<file path="src/rtl/kfpga_config_pkg.sv">
// Shared configuration constants and loader state encoding.
// Lets the fabric top derive CHAIN_LENGTH from the tile config width.
package kfpga_config_pkg;

    localparam int CONFIG_WORD_WIDTH = 32;
    localparam int TILE_CONFIG_WIDTH = 146;

    typedef enum logic [1:0] {
        ST_IDLE      = 2'd0,
        ST_WAIT_WORD = 2'd1,
        ST_SHIFT     = 2'd2,
        ST_DONE      = 2'd3
    } load_state_t;

endpackage

</file>
<file path="src/rtl/config_bitstream_loader.sv">
// Serialises valid/ready bitstream words MSB-first onto the config chain.
// Ports: clock, reset (sync, active-high), start pulse, word_data/
// word_valid/word_ready stream in, config_data/config_enable to the
// chain, busy while loading, done once CHAIN_LENGTH bits are shifted.
module config_bitstream_loader
    import kfpga_config_pkg::*;
#(
    parameter int WORD_WIDTH   = CONFIG_WORD_WIDTH,
    parameter int CHAIN_LENGTH = 9 * TILE_CONFIG_WIDTH
) (
    input  logic                  clock,
    input  logic                  reset,
    input  logic                  start,
    input  logic [WORD_WIDTH-1:0] word_data,
    input  logic                  word_valid,
    output logic                  word_ready,
    output logic                  config_data,
    output logic                  config_enable,
    output logic                  busy,
    output logic                  done
);

    localparam int BIT_CNT_W  = $clog2(CHAIN_LENGTH + 1);
    localparam int WORD_CNT_W = $clog2(WORD_WIDTH + 1);

    localparam logic [BIT_CNT_W-1:0] LAST_CHAIN_BIT =
        BIT_CNT_W'(CHAIN_LENGTH - 1);
    localparam logic [WORD_CNT_W-1:0] LAST_WORD_BIT =
        WORD_CNT_W'(WORD_WIDTH - 1);

    load_state_t             state;
    load_state_t             state_next;
    logic [WORD_WIDTH-1:0]   word_reg;
    logic [WORD_WIDTH-1:0]   word_reg_next;
    logic [BIT_CNT_W-1:0]    bit_cnt;
    logic [BIT_CNT_W-1:0]    bit_cnt_next;
    logic [WORD_CNT_W-1:0]   word_bit_cnt;
    logic [WORD_CNT_W-1:0]   word_bit_cnt_next;

    logic last_chain_bit;
    logic last_word_bit;

    assign last_chain_bit = (bit_cnt == LAST_CHAIN_BIT);
    assign last_word_bit  = (word_bit_cnt == LAST_WORD_BIT);

    always_ff @(posedge clock) begin
        if (reset) begin
            state        <= ST_IDLE;
            word_reg     <= '0;
            bit_cnt      <= '0;
            word_bit_cnt <= '0;
        end else begin
            state        <= state_next;
            word_reg     <= word_reg_next;
            bit_cnt      <= bit_cnt_next;
            word_bit_cnt <= word_bit_cnt_next;
        end
    end

    always_comb begin
        state_next        = state;
        word_reg_next     = word_reg;
        bit_cnt_next      = bit_cnt;
        word_bit_cnt_next = word_bit_cnt;
        word_ready        = 1'b0;

        unique case (state)
            ST_IDLE, ST_DONE: begin
                if (start) begin
                    state_next        = ST_WAIT_WORD;
                    bit_cnt_next      = '0;
                    word_bit_cnt_next = '0;
                end
            end

            ST_WAIT_WORD: begin
                word_ready = 1'b1;
                if (word_valid) begin
                    word_reg_next     = word_data;
                    word_bit_cnt_next = '0;
                    state_next        = ST_SHIFT;
                end
            end

            ST_SHIFT: begin
                bit_cnt_next = bit_cnt + 1'b1;
                // Chain completion wins over word boundary, so a
                // partial final word is dropped and no extra word
                // is requested.
                if (last_chain_bit) begin
                    state_next = ST_DONE;
                end else if (last_word_bit) begin
                    // Offer the next word on the last bit so that
                    // back-to-back words shift without a gap.
                    word_ready        = 1'b1;
                    word_bit_cnt_next = '0;
                    if (word_valid) begin
                        word_reg_next = word_data;
                    end else begin
                        state_next = ST_WAIT_WORD;
                    end
                end else begin
                    word_reg_next     = word_reg << 1;
                    word_bit_cnt_next = word_bit_cnt + 1'b1;
                end
            end

            default: state_next = ST_IDLE;
        endcase
    end

    // Outputs decode the state register only.
    assign config_enable = (state == ST_SHIFT);
    assign config_data   = config_enable & word_reg[WORD_WIDTH-1];
    assign busy          = (state == ST_WAIT_WORD) ||
                           (state == ST_SHIFT);
    assign done          = (state == ST_DONE);

endmodule
</file>
<file path="config.mk">
export PLATFORM = sky130hd
export DESIGN_NAME = config_bitstream_loader
export DESIGN_NICKNAME = d
export VERILOG_FILES = /design/src/rtl/kfpga_config_pkg.sv /design/src/rtl/config_bitstream_loader.sv
export SDC_FILE = /design/constraint.sdc
export NUM_CORES = 1
export LEC_CHECK = 0
export CAP_MARGIN = 30
export CORE_ASPECT_RATIO = 1.2
export CORE_UTILIZATION = 39
export CTS_BUF_LIST = sky130_fd_sc_hd__clkbuf_4 sky130_fd_sc_hd__clkbuf_8
export DETAILED_ROUTE_END_ITERATION = 16
export DONT_BUFFER_PORTS = 1
export MAX_ROUTING_LAYER = met4
export PLACE_DENSITY_LB_ADDON = 0.25
export SKIP_LAST_GASP = 1
export SYNTH_ARGS = -nofsm -noshare
export SYNTH_HDL_FRONTEND = slang
export SYNTH_SLANG_ARGS = --single-unit
</file>
<file path="constraint.sdc">
create_clock -name clock -period 2.7 [get_ports clock]
set_input_delay 0.27 -clock clock [delete_from_list [all_inputs] [get_ports clock]]
set_output_delay 0.27 -clock clock [all_outputs]
set_load 0.03 [all_outputs]
</file>
==> reports/qor_table.md <==
| Item | Reported | Unit |
|:---|:---|:---|
| Count of synthesis-stage warnings from yosys | 0 | - |
| Final RePlAce weighted congestion | 0.8561 | - |
| Layout net count | 451 | - |
| Total routed wirelength | 8201 | um |
| Synth-to-layout area growth | 5.640 | % |
| First drt pass iteration count | 5 | - |
| Leftover overflow at the end of global routing | 0 | - |
| Highest Clock Rate | 450.8 | MHz |
| RSZ-0062 raised after global routing | no | - |
| Hold path startpoint | reset | - |
| Power Total | 2055 | uW |
| Site Rows | 36 | - |
| H-tree lvl count | 2 | - |
| Clock latency reported for the late side of the worst-skew pair | 0.32 | ns |
| Endpoint class of the critical path | output pin | - |
| Gates resized, CTS repair | 0 | - |
| Width of the die | 86.88 | um |
| Share of cells above drive strength 1 | 8.293 | % |
| Reg-to-Reg End | bit_cnt[7] | - |
| Starting density of the core | 40.91 | % |
| Number of global-route vias before repair | 2868 | - |
| Clock skew | 0.01547 | ns |
| TritonCTS Buffers | 5 | - |
| Number of distinct library cell variants in the gate-level netlist after synthesis | 46 | - |
| Max-capacitance violation count | 0 | - |
| Initial detailed-routing violation count | 205 | - |
| Post-synth design cell area | 3372 | um^2 |
| Largest driver fanout on the critical path | 34 | - |
| CTS tree | built | - |
| Synthesis-stage register bit count | 51 | - |
| Final setup violation count | 0 | - |
| Count of antenna diodes in the layout | 0 | - |
| Vertical die dimension | 103.9 | um |
| Detailed-route via count | 3037 | - |
| CTS sink cnt | 51 | - |
| Floorplan die area | 9023 | um^2 |
| Final min period | 2.218 | ns |
| FF-to-FF setup slack | 0.51 | ns |
| Cell family contributing the most delay on the critical path | simple AND/OR/NAND/NOR gates | - |
| Library cell used as clock root buffer | sky130_fd_sc_hd__clkbuf_8 | - |
| Cell type of the slowest stage on the worst timing path | sky130_fd_sc_hd__buf_4 | - |
| Number of routed nets with antenna violations | 0 | - |
| Critical path, cell by cell | buf_4, nand2_1, nor3_1, a31oi_1, nor2_1, buf_4 | - |
| Number of setup buffers added after CTS | 0 | - |
| Worst Hold Margin | 0.01688 | ns |
| EDFF count, synth | 0 | - |
| Final Cell Area | 3562 | um^2 |
| Maximum vdd ir drop | 0.3943 | mV |
| Dominant synthesized flop cell | sky130_fd_sc_hd__dfxtp_1 | - |
| Worst reg-to-reg path cell count | 7 | - |
| Largest net degree at the start of global routing | 68 | - |
| Depth of the worst hold-timing path | 1 | - |
| Outcome | finished clean | - |
| Worst rel slew slack | 48.08 | % |
| Power density over cell area | 577.0 | nW/um^2 |
| Slew at the pin closest to its max-slew limit | 0.7759 | ns |
| Number of antenna violations at the first check in global routing | 0 | - |
| Startpoint of the worst-slack reg-to-reg timing path | state[0] | - |
| Core region area | 8243 | um^2 |
| Max-slew violation total from the final report | 0 | - |
| Delay of the slowest cell on the worst path | 0.36 | ns |
| Data required time of the worst path | 2.43 | ns |
| Flip-flop count of the largest register after layout | 32 | - |
| Port buffer count | 0 | - |
| Worst min-delay path class | input port to flip-flop | - |
| Class of the most critical setup path | flip-flop to output pin | - |
| CTS clock-pin slew for the worst setup and hold paths | 0.10 | ns |
| Max clock buf depth | 2 | - |
| Min-Delay Endpoint | word_reg[27] | - |
| Sum of negative setup slack | 0 | ns |
| Final worst path period share | 82.16 | % |
| Proportion of synthesized chip area in sequential cells | 30.28 | % |
| Cell area after placement | 3446 | um^2 |
| Cell mode on critical path | sky130_fd_sc_hd__buf_4 | - |
| Global-route wire length before repair | 13340 | um |
| Post-synthesis cell count | 424 | - |
| Type of origin of the critical path | flip-flop | - |
| Sum of buffers and inverters on the critical path | 2 | - |
| Leakage power figure | 0.001287 | uW |
| Endpoint arrival time on the critical path | 1.95 | ns |
| Mean area per synthesized cell | 7.953 | um^2 |
| Post-synth ARST share | 0 | % |
| Final Hold Viols | 0 | - |
| Post-Synthesis Net Count | 466 | - |
| Aggregate global-route resource usage | 18.89 | % |
| Remaining DRCs | 0 | - |
| Mean number of vias per cell | 5.796 | - |
| Routed len/inst | 15.65 | um |
| Ports | 41 | - |
| Detailed-placement wirelength estimate | 5169 | um |
## cells in the final DEF, fill, tap and decap left out, drive strengths merged, types with 5 or more instances in the layout
cell type and n:
ha 6, nand4b 31, mux2i 33, nand2 71
inv 12, nand3 6, o2bb2ai 30, clkbuf 5
buf 17, nor2 11, nand4 5, dfxtp 51
a21oi 40, or3 5, o21ai 40
## metrics by stage
| step | cells | worst slack, ns | util [%] |
|---|---|---|---|
| 6_report | 524 | 0.4816 | 43.21 |
| 5_1_grt | 524 | 0.3880 | 43.21 |
| 4_1_cts | 523 | 0.5156 | 43.09 |
| 3_5_place_dp | 514 | 0.5161 | 41.80 |
| 3_3_place_gp | 514 | 0.5925 | 41.80 |
| 2_1_floorplan | 424 | 0.6241 | - |
## per-layer routing
layer	share of wire, %	up-vias	global-route usage, %
li1	-	1517	-
met1	47	1457	23.73
met2	48	58	31.10
met3	3.7	5	2.937
met4	0.94	0	5.238
met5	0	-	-
## report_power, final
part	internal (uW)	total, uW	switching, uW
sequential	858	912	54.4
clock	191	478	287
combinational	283	665	382
## worst max-delay path by stage
stage / slack, ns / endpoint / cells after the start / start
2_1_floorplan: 0.62 / bit_cnt[7] / 6 / state[0]
3_3_place_gp: 0.59 / bit_cnt[7] / 6 / state[0]
3_5_place_dp: 0.52 / bit_cnt[7] / 7 / state[0]
4_1_cts: 0.52 / bit_cnt[7] / 7 / state[0]
5_1_grt: 0.39 / bit_cnt[9] / 7 / state[0]
6_report: 0.48 / word_ready / 6 / word_bit_cnt[3]
## synth_stat cells, types with 6 or more instances
master | n | area share (%)
sky130_fd_sc_hd__nor2_1 | 11 | 1.2
sky130_fd_sc_hd__mux2i_1 | 33 | 9.8
sky130_fd_sc_hd__dfxtp_1 | 51 | 30
sky130_fd_sc_hd__clkbuf_1 | 32 | 3.6
sky130_fd_sc_hd__inv_1 | 10 | 1.1
sky130_fd_sc_hd__ha_1 | 6 | 2.2
sky130_fd_sc_hd__a21oi_1 | 39 | 5.8
sky130_fd_sc_hd__nand4b_1 | 31 | 8.1
sky130_fd_sc_hd__nand3_1 | 6 | 0.89
sky130_fd_sc_hd__o2bb2ai_1 | 30 | 7.8
sky130_fd_sc_hd__nand2_1 | 71 | 7.9
sky130_fd_sc_hd__o21ai_0 | 38 | 5.6
## cell families after synthesis
| family | synth area share, % |
|---|---|
| xor gates and xnor gates | 0.7794 |
| adders and majority gates | 2.226 |
| DFF | 30.28 |
| buffers and inverters | 7.644 |
| AOI/OAI and AO/OA | 23.49 |
| muxes | 10.80 |
| and+or+nand+nor | 24.79 |
## worst register-to-register path: stages (launching register included)
cell	delay, ns
sky130_fd_sc_hd__dfxtp_1	0.34
sky130_fd_sc_hd__inv_1	0.08
sky130_fd_sc_hd__ha_1	0.27
sky130_fd_sc_hd__buf_4	0.23
sky130_fd_sc_hd__mux2i_1	0.13
sky130_fd_sc_hd__or4b_4	0.58
sky130_fd_sc_hd__or3_1	0.36
sky130_fd_sc_hd__a21oi_1	0.14
## repair_timing
action,4_1_cts,5_1_grt
hold buffers,1,1
endpoints found under the hold margin,2,2
setup endpoints to repair,0,0
## area by class of cell
| cell class | count | area (um^2) |
|---|---|---|
| Tap cell | 114 | 142.6 |
| Sequential cell | 51 | 1021 |
| Timing Repair Buffer | 19 | 160.2 |
| Clock buffer | 5 | 68.82 |
| Inverter | 11 | 41.29 |
| Clock inverter | 3 | 27.53 |
| Multi-Input combinational cell | 321 | 2101 |
| Fill cell | 859 | 4681 |
Note: power is estimated with default switching activity, not from simulation.
